**src/rtl/mbledhesi_serial.sv**
```systemverilog
// Bit-serial WIDTH-bit adder/subtractor: one full-adder cell per cycle, LSB first,
// with the carry held in a flip-flop and sum bits collected into a result register.

module Mbledhesi1bit (
  input  logic A,
  input  logic B,
  input  logic CIN,
  output logic S,
  output logic COUT
);
  assign S    = A ^ B ^ CIN;
  assign COUT = (A & B) | (CIN & (A ^ B));
endmodule

module mbledhesi_serial #(
  parameter int WIDTH = 8
) (
  input  logic             CLK,
  input  logic             RST,
  input  logic             START,
  input  logic             SUB,
  input  logic             CIN,
  input  logic [WIDTH-1:0] A,
  input  logic [WIDTH-1:0] B,
  output logic [WIDTH-1:0] S,
  output logic             COUT,
  output logic             OVF,
  output logic             BUSY,
  output logic             DONE
);
  localparam int CW = (WIDTH > 2) ? $clog2(WIDTH) : 1;

  typedef enum logic [1:0] {IDLE = 2'd0, RUN = 2'd1, FIN = 2'd2} state_t;

  state_t           state_q, state_d;
  logic [WIDTH-1:0] sha_q, sha_d;
  logic [WIDTH-1:0] shb_q, shb_d;
  logic [WIDTH-1:0] rs_q, rs_d;
  logic [WIDTH-1:0] s_q, s_d;
  logic [CW-1:0]    cnt_q, cnt_d;
  logic             carry_q, carry_d;
  logic             cmsb_q, cmsb_d;
  logic             cout_q, cout_d;
  logic             ovf_q, ovf_d;
  logic             done_q, done_d;
  logic             cell_s, cell_cout;

  Mbledhesi1bit u_cell (
    .A    (sha_q[0]),
    .B    (shb_q[0]),
    .CIN  (carry_q),
    .S    (cell_s),
    .COUT (cell_cout)
  );

  always_ff @(posedge CLK) begin
    if (RST) begin
      state_q <= IDLE;
      sha_q   <= '0;
      shb_q   <= '0;
      rs_q    <= '0;
      s_q     <= '0;
      cnt_q   <= '0;
      carry_q <= 1'b0;
      cmsb_q  <= 1'b0;
      cout_q  <= 1'b0;
      ovf_q   <= 1'b0;
      done_q  <= 1'b0;
    end else begin
      state_q <= state_d;
      sha_q   <= sha_d;
      shb_q   <= shb_d;
      rs_q    <= rs_d;
      s_q     <= s_d;
      cnt_q   <= cnt_d;
      carry_q <= carry_d;
      cmsb_q  <= cmsb_d;
      cout_q  <= cout_d;
      ovf_q   <= ovf_d;
      done_q  <= done_d;
    end
  end

  always_comb begin
    state_d = state_q;
    sha_d   = sha_q;
    shb_d   = shb_q;
    rs_d    = rs_q;
    s_d     = s_q;
    cnt_d   = cnt_q;
    carry_d = carry_q;
    cmsb_d  = cmsb_q;
    cout_d  = cout_q;
    ovf_d   = ovf_q;
    done_d  = 1'b0;
    case (state_q)
      IDLE: begin
        if (START) begin
          // Subtraction is A + ~B + 1, so the inverted B and forced carry are loaded here.
          sha_d   = A;
          shb_d   = SUB ? ~B : B;
          carry_d = SUB ? 1'b1 : CIN;
          cnt_d   = '0;
          state_d = RUN;
        end
      end
      RUN: begin
        sha_d   = sha_q >> 1;
        shb_d   = shb_q >> 1;
        rs_d    = {cell_s, rs_q[WIDTH-1:1]};
        carry_d = cell_cout;
        cnt_d   = cnt_q + CW'(1);
        if (cnt_q == CW'(WIDTH - 2)) cmsb_d = cell_cout;
        if (cnt_q == CW'(WIDTH - 1)) state_d = FIN;
      end
      FIN: begin
        // Overflow when the carry into the MSB differs from the carry out of it.
        s_d     = rs_q;
        cout_d  = carry_q;
        ovf_d   = cmsb_q ^ carry_q;
        done_d  = 1'b1;
        state_d = IDLE;
      end
      default: state_d = IDLE;
    endcase
  end

  assign S    = s_q;
  assign COUT = cout_q;
  assign OVF  = ovf_q;
  assign BUSY = (state_q != IDLE);
  assign DONE = done_q;
endmodule
```
**config.mk**
```make
export PLATFORM = sky130hd
export DESIGN_NAME = mbledhesi_serial
export DESIGN_NICKNAME = d
export VERILOG_FILES = /design/src/rtl/mbledhesi_serial.sv
export SDC_FILE = /design/constraint.sdc
export NUM_CORES = 1
export LEC_CHECK = 0
export CORE_MARGIN = 4
export CORE_UTILIZATION = 30
export CTS_CLUSTER_DIAMETER = 120
export DETAILED_ROUTE_END_ITERATION = 8
export DONT_BUFFER_PORTS = 1
export PLACE_DENSITY_LB_ADDON = 0.1
export SLEW_MARGIN = 15
export SYNTH_ARGS = -nofsm -noshare
export SYNTH_HDL_FRONTEND = slang
export SYNTH_SLANG_ARGS = --single-unit
export TNS_END_PERCENT = 50
```
**constraint.sdc**
```tcl
create_clock -name CLK -period 1.41 [get_ports CLK]
set_clock_uncertainty 0.05 [all_clocks]
set_input_delay 0.2115 -clock CLK [delete_from_list [all_inputs] [get_ports CLK]]
set_output_delay 0.2115 -clock CLK [all_outputs]
set_load 0.01 [all_outputs]
```
Word-level counts from Yosys, hierarchy flattened:

Index checks and enable logic that the tools add are counted.

* bits in registers: 42
* input port bits: 21
* output and inout port bits: 12
* word-level logic and storage cells: 45

* add/sub/neg operators: 1
* equality and inequality tests: 6
* mux-type cells: 14
* bitwise gates (word level): 7
* reductions and logical operators: 6

Operators by type and width (number)
* $pmux 8 s2: 2
* $mux 8: 3
* $not 8->8: 1
* $eq 3x3->1 const B: 2
* $pmux 3 s2: 1
* $reduce_and 2->1: 3
* $mux 2: 2
* $ne 2x2->1 const B: 2
* $pmux 2 s2: 1
* $reduce_bool 2->1: 2
* $add 3x1->3 const B: 1
* $mux 1: 3
* $mux 3: 1
* $xor 1x1->1: 3
* $and 1x1->1: 2
* $eq 2x1->1 const B: 1
* $eq 2x2->1 const B: 1
* $logic_not 2->1: 1
* $pmux 1 s2: 1
* $or 1x1->1: 1

Logic depth before layout (Yosys ltp):

Gate-level depths: netlist of run 1.

* word-level depth: 4
* gate-level depth with buffers: 5
* mapped depth without buffers: 5

Modules after synthesis:

From an unflattened synthesis of run 1, not the netlist that was laid out.

* cells, all modules: 206
* area total of the unflattened synthesis: 1801.7 µm²

By module, submodules not included
* mbledhesi_serial: times used 1, cells each 205, area each 1781.7 µm², sequential area each 840.8 µm²
* Mbledhesi1bit: times used 1, cells each 1, area each 20.0 µm², sequential area each 0.0 µm²

Worst setup path after synthesis of run 1:

No wires, ideal clock.

* path kind: register to register
* start point: register state_q[0]
* end point: register shb_q[6]
* arrival time: 1116 ps
* data required time: 1286 ps
* slack: 170 ps
* stages on the path, launching flop included: 5
* period minus slack after synthesis: 1240 ps
* cell sequence: dfxtp_1 or2_1 or3_1 buf_6 o22ai_2

* word-level cells in the longest chain between the ends: 3
* elaborated cells on any way between the ends: 6
* classes of those cells: 2 x eq/ne; 1 x mux; 3 x reduce/logical

RTL lines
* start: declaration: RTL line 35 `state_t state_q, state_d;`
* start signal: assignment: RTL line 70 `state_q <= state_d;`
* $eq 2x1->1 / $logic_not 2->1 (equally long branches): RTL line 96 `case (state_q)`
* $reduce_bool 2->1 (no line) / $ne 2x2->1 (equally long branches)
* $reduce_and 2->1 (no line)
* end signal: assignment: RTL line 60 `shb_q <= '0;`
* end signal: assignment: RTL line 72 `shb_q <= shb_d;`
* end: declaration: RTL line 37 `logic [WIDTH-1:0] shb_q, shb_d;`

Several ways; a longest one is shown, not always the timed one.
A chain may end at the register's enable or synchronous reset.

Worst setup path in the final report of run 1:

* start point: register state_q[0]
* end point: output BUSY

* word-level cells in the longest chain between the ends: 1

RTL lines
* $reduce_bool 2->1: RTL line 131 `assign BUSY = (state_q != IDLE);`
* end: declaration: RTL line 28 `output logic BUSY,`

Every way passes these cells.

==> metrics, run 1 <==
global route hottest layer met2; antenna diode count 0; Setup CP Type reg2out; total wire length 4.03 mm; Total GRT Usage 11.5%; Starting Density 31.3%; number of fill cells in the layout 617; CP Launch Type flop; status finished clean; setup bufs post-CTS 0; CTS tree done; total core area 0.00599 mm²; max incr delay on CP 0.37 ns; Critical Path AT 1.09 ns; reg2reg path depth 3; Placed Instance Area 0.00198 mm²; count of final setup violators 0; pin count of the biggest net entering global routing 36; P_leak 0.758 nW; Synth-to-Final Area Change 12.1%; drc violations 0; Critical Path Fanout Max 7; buffers and inverters on the worst path 1; area share of the largest cell type after synthesis 44.8%; post-layout minimum cycle time 1.35 ns; DP Wirelength 2.73 mm; register bit total from synthesis 42; post-synthesis cell area 0.00188 mm²; worst-skew pair later-pin latency 0.29 ns; met3 Use GR 4.16%; Detailed Routing Iterations Pass 1 5; crit end category output port; Die Y 87.1 µm; largest area contributor in the netlist dfxtp_1; GP Congestion 0.716; maxcap violations 0; Hold Crit Depth 2; footprint of the multi-input gates 907 µm²; WP data required 1.15 ns; family with the most delay on the worst path flip-flops; # clock sinks 42; die extent in x 87.1 µm; Power Density 1100 mW/mm²; CTS Buffer Depth 2; routed length per instance 13.7 µm; Crit. path cell count 2; layout cells sized above 1 16.9%; first-pass GRT wire length 6.78 mm; Starting DRT DRC Count 28; vias in the first global route 1,438; Register Area 846 µm²; grt ovf 0; Final Hold Violating Endpoints 0; vias per cell 4.95; Setup TNS 0 ns; initial antenna violation count 0; Crit-path slowest cell dfxtp_4; htree depth 2; I/O pins 33; CTS Buf Count 5; Max VDD drop 323 µV; RSZ-0062 raised after global routing false; max-slew violation count 0; Worst-path clk slew 0.08 ns; Netlist cell types 34; Yosys warning count 0; root buffer cell clkbuf_8; worst min path class in2reg; Final ANT Viol Nets 0; syn nets 242; Syn Area/Cell 8.64 µm²; Nets 243; final instance area 0.00210 mm²; port bufs 0; worst slew pin tran 0.283 ns; Gate Count Post-Synth 217; global routing met2 resource utilization 17.9%; die area 0.00758 mm²; critical-path cell list buf_4, or2_4; row count 28; met1 usage 13.7%; Vias 1,455; top cells by area, synth dfxtp_1, a21oi_1, nand2_1; f_max 741 MHz; final worst path period share 95.7%; Rel. slew slack 80.9%; register area share after synthesis 44.8%
## where the power goes
part | total (mW) | internal (mW) | leakage, nW | switching, mW
sequential | 1.27 | 1.23 | 0.344 | 0.0375
clock | 0.790 | 0.395 | 0.0482 | 0.395
combinational | 0.252 | 0.128 | 0.366 | 0.124
total | 2.31 | 1.76 | 0.758 | 0.556
## metrics by stage
step	utilization (%)	cells	worst slack, ns	total power [mW]	hold WS [ns]
final	35.1	294	0.0601	2.31	0.0229
after CTS	35.0	294	0.0457	2.36	0.00686
after floorplan	-	217	0.170	1.50	0.322
after global placement	33.0	285	0.0726	1.52	0.236
after global routing	35.1	294	0.0265	2.44	0.000313
after detailed placement	33.0	285	0.0480	1.53	0.238
## cells in the mapped netlist
cell and count:
dfxtp_1 42, nand2_1 38, a21oi_1 31, nor2_1 17, a22oi_1 10, inv_1 10, buf_2 9, xnor2_1 8
o22ai_2 7, clkbuf_1 6, o221a_2 6, nor2b_1 4, ha_1 3, a211oi_1 2, buf_6 2, nand2b_1 2
nor3_1 2, o21ai_0 2, a221oi_1 1, a2bb2oi_1 1, buf_4 1, fa_1 1, mux2_2 1, nand3b_1 1
nand4_1 1, nor3b_1 1, o21a_1 1, o21bai_1 1, o22ai_1 1, o41ai_1 1, or2_1 1, or2_2 1
or3_1 1, xor2_1 1
## registers in the layout (all words and copies together), names as in the netlist
name / count
OVF: 1
sha_q: 8
S: 8
cmsb_q: 1
COUT: 1
shb_q: 8
DONE: 1
cnt_q: 3
carry_q: 1
state_q: 2
rs_q: 8
## what timing repair did
| item | in CTS | in global routing |
|---|---|---|
| hold endpoints to repair | 35 | 0 |
| endpoints found under the setup margin | 1 | 7 |
| gates resized for setup | 4 | 1 |
| hold buffers | 1 | 0 |
## routing by layer
layer | part of all wire [%] | vias up
met5 | 0 | -
met4 | 1.3 | 0
met3 | 6.1 | 6
met2 | 47 | 26
met1 | 46 | 681
li1 | - | 742
## worst paths after layout
check             start        to  slack (ns)
min reg2reg     rs_q[0]   rs_q[0]        0.41
min                 RST  sha_q[6]        0.02
max          state_q[0]      BUSY        0.06
max reg2reg  state_q[0]  shb_q[6]        0.16
## cell usage in the layout, fill, tap and decap left out, types with 2 or more instances in the layout
master	netlist	routed
nand2b_1	2	2
a211oi_1	2	2
xnor2_1	8	8
buf_4	1	9
dfxtp_1	42	40
clkbuf_8	0	6
o21ai_0	2	2
a21oi_1	31	31
a22oi_1	10	10
o22ai_2	7	7
nand2_1	38	38
nor2b_1	4	4
ha_1	3	3
buf_12	0	3
nor2_1	17	17
o221a_2	6	6
nor3_1	2	2
inv_1	10	10
## logic make-up after synthesis
group | share of synthesized area, %
buffers and inverters | 7.20
adder cells (fa/ha/maj) | 3.07
multiplexers | 0.600
flip-flops | 44.8
AO/OA/AOI/OAI | 24.4
AND/OR/NAND/NOR | 15.7
XOR/XNOR | 4.20
## area by class of cell
class / count / share of cell area, %
clock buffers: 7 / 4.10
clock inverters: 1 / 0.238
inverters: 10 / 1.78
multi-input cells: 147 / 43.1
flip-flops and latches: 42 / 40.2
well taps: 75 / 4.46
repair buffers: 12 / 6.07
(Power assumes the default switching activity.)
==> inputs of run 2 (changes only) <==
- GPL_TIMING_DRIVEN: not set -> 1
- SYNTH_HIERARCHICAL: not set -> 1
==> metrics, run 2 <==
post-synthesis cell area 0.00180 mm²; Syn Area/Cell 8.75 µm²; Reg power frac 52.9%; Int Power 1.84 mW; status finished clean; critical hold path startpoint A[7]; I/O pins 33; antenna diode count 0; drc violations 0; Worst R2R End sha_q[5]; routed length per instance 14.0 µm; Comb pwr share 9.7%; final worst path period share 95.3%; most frequent cells in the layout dfxtp_1, nand2_1, a21oi_1, nor2_1, nand2b_1; root buffer cell clkbuf_8; post-layout minimum cycle time 1.34 ns; Critical Path AT 1.08 ns; reg2reg path depth 4; Total GRT Usage 11.2%; Power Density 1190 mW/mm²; area share of the largest cell type after synthesis 46.7%; count of final setup violators 0; vias per cell 4.91; Finished Core Util 35.6%; ys async rst share 0%; RSZ-0062 raised after global routing false; Max VDD drop 400 µV; ys flop type dfxtp_1; commonest non-fill, non-tap cell in the layout dfxtp_1; Die Y 85.5 µm; crit end category output port; syn nets 231; Hold Crit Depth 2; die area 0.00731 mm²; Sw Ratio 23.0%; # clock sinks 42; first-pass GRT wire length 6.56 mm; max-slew violation count 0; Synth-to-Final Area Change 12.0%; Nets 232; DP Wirelength 2.68 mm; Setup TNS 0 ns; worst hold endpoint sha_q[7]; Starting Density 31.7%; CP Launch Type flop; GP Congestion 0.708; Critical Path Fanout Max 15; largest area contributor in the netlist dfxtp_1; Worst-path clk slew 0.08 ns; top cells by area, synth dfxtp_1, nand2_1, a21oi_1; Commonest cells post-synth dfxtp_1, nand2_1, a21oi_1; Final ANT Viol Nets 0; reg2reg start state_q[0]; layout cells sized above 1 12.5%; R2R setup slack 0.10 ns; initial antenna violation count 0; CTS tree done; total core area 0.00568 mm²; f_max 744 MHz; Starting DRT DRC Count 45; Netlist cell types 32; CTS Buf Count 5; NetSw 0.551 mW; pin count of the biggest net entering global routing 43; vias in the first global route 1,376; grt ovf 0; total wire length 3.93 mm; die extent in x 85.5 µm; top-count cell post-synth dfxtp_1; worst-skew pair later-pin latency 0.29 ns; Vias 1,376; port bufs 0; Gate Count Post-Synth 206; htree depth 2; Setup CP Type reg2out; CTS Buffer Depth 2; Rel. slew slack 81.7%; register bit total from synthesis 42; P_leak 0.718 nW; Yosys warning count 6; clock share of power 37.4%; Final Hold Violating Endpoints 0; worst min path class in2reg; Tot Pwr 2.39 mW; EDFF count, synth 0; Detailed Routing Iterations Pass 1 4; maxcap violations 0; WP data required 1.15 ns; register area share after synthesis 46.7%; row count 27; worst slew pin tran 0.275 ns
[run 2: changes by cell type after synthesis, sizes merged, moves of 5 or more]
cell | before | now
inv | 10 | 1
nand2b | 2 | 11
or3b | 0 | 7
nor3 | 2 | 8
o221a | 6 | 0
a21oi | 31 | 26
[run 2: logic make-up (layout without fill, tap and decap cells)]
group | count (synthesis) | in the layout | share of synthesized area [%]
adder cells (fa/ha/maj) | 4 | 4 | 3.19
flip-flops | 42 | 42 | 46.7
AND/OR/NAND/NOR | 83 | 83 | 23.1
XOR/XNOR | 9 | 9 | 4.38
AO/OA/AOI/OAI | 49 | 49 | 16.6
buffers and inverters | 18 | 20 | 5.56
multiplexers | 1 | 1 | 0.556
[run 2: metal layers]
metal  routed length [µm]  up-vias  track usage, %
met3                  207        4            4.32
li1                     -      700               -
met5                    0        -               0
met2                 1790       36            17.7
met4                   41        0            3.02
met1                 1880      636            14.1
[run 2: power by group through the flow]
stage / Combinational [mW] / Clock (mW) / Sequential [mW]
floorplan: 0.192 / 0 / 1.28
global placement: 0.205 / 0 / 1.29
detailed placement: 0.209 / 0 / 1.29
CTS: 0.236 / 0.941 / 1.27
global route: 0.261 / 0.988 / 1.27
finish: 0.233 / 0.895 / 1.27
[run 2: what timing repair did]
item                       CTS  global route
setup buffers                0             0
resized for setup            3             0
setup endpoints to repair    1             0
hold endpoints to repair    42             0
hold buffers                 1             0
[run 2: area by class of cell]
class / count / area (µm²)
Multi-Input combinational cell: 146 / 863
Timing Repair Buffer: 11 / 108
Tap cell: 72 / 90.1
Clock buffer: 8 / 110
Fill cell: 593 / 3660
Sequential cell: 42 / 843
Inverter: 1 / 3.75
[run 2: stage by stage]
stage | instance area [µm²] | instances | hold slack (ns) | worst slack (ns)
6_report | 2020 | 280 | 0.0258 | 0.0660
5_1_grt | 2020 | 280 | 0.0326 | 0.00837
4_1_cts | 2020 | 280 | 0.00937 | 0.0450
3_5_place_dp | 1880 | 271 | 0.238 | 0.0706
3_3_place_gp | 1880 | 271 | 0.236 | 0.124
2_1_floorplan | 1800 | 206 | 0.310 | 0.183
[run 2: how the worst max path moves through the flow]
stage	startpoint	to	slack [ns]	cells after the start
6_report	state_q[0]	BUSY	0.07	2
5_1_grt	state_q[0]	BUSY	0.008	2
4_1_cts	state_q[1]	BUSY	0.04	2
3_5_place_dp	state_q[0]	sha_q[5]	0.07	4
3_3_place_gp	state_q[0]	sha_q[4]	0.12	4
2_1_floorplan	state_q[0]	sha_q[2]	0.18	4
[run 2: worst max-delay path: stages (launching register included)]
cell and delay (ns):
dfxtp_2 0.36, buf_4 0.19, or2_4 0.25
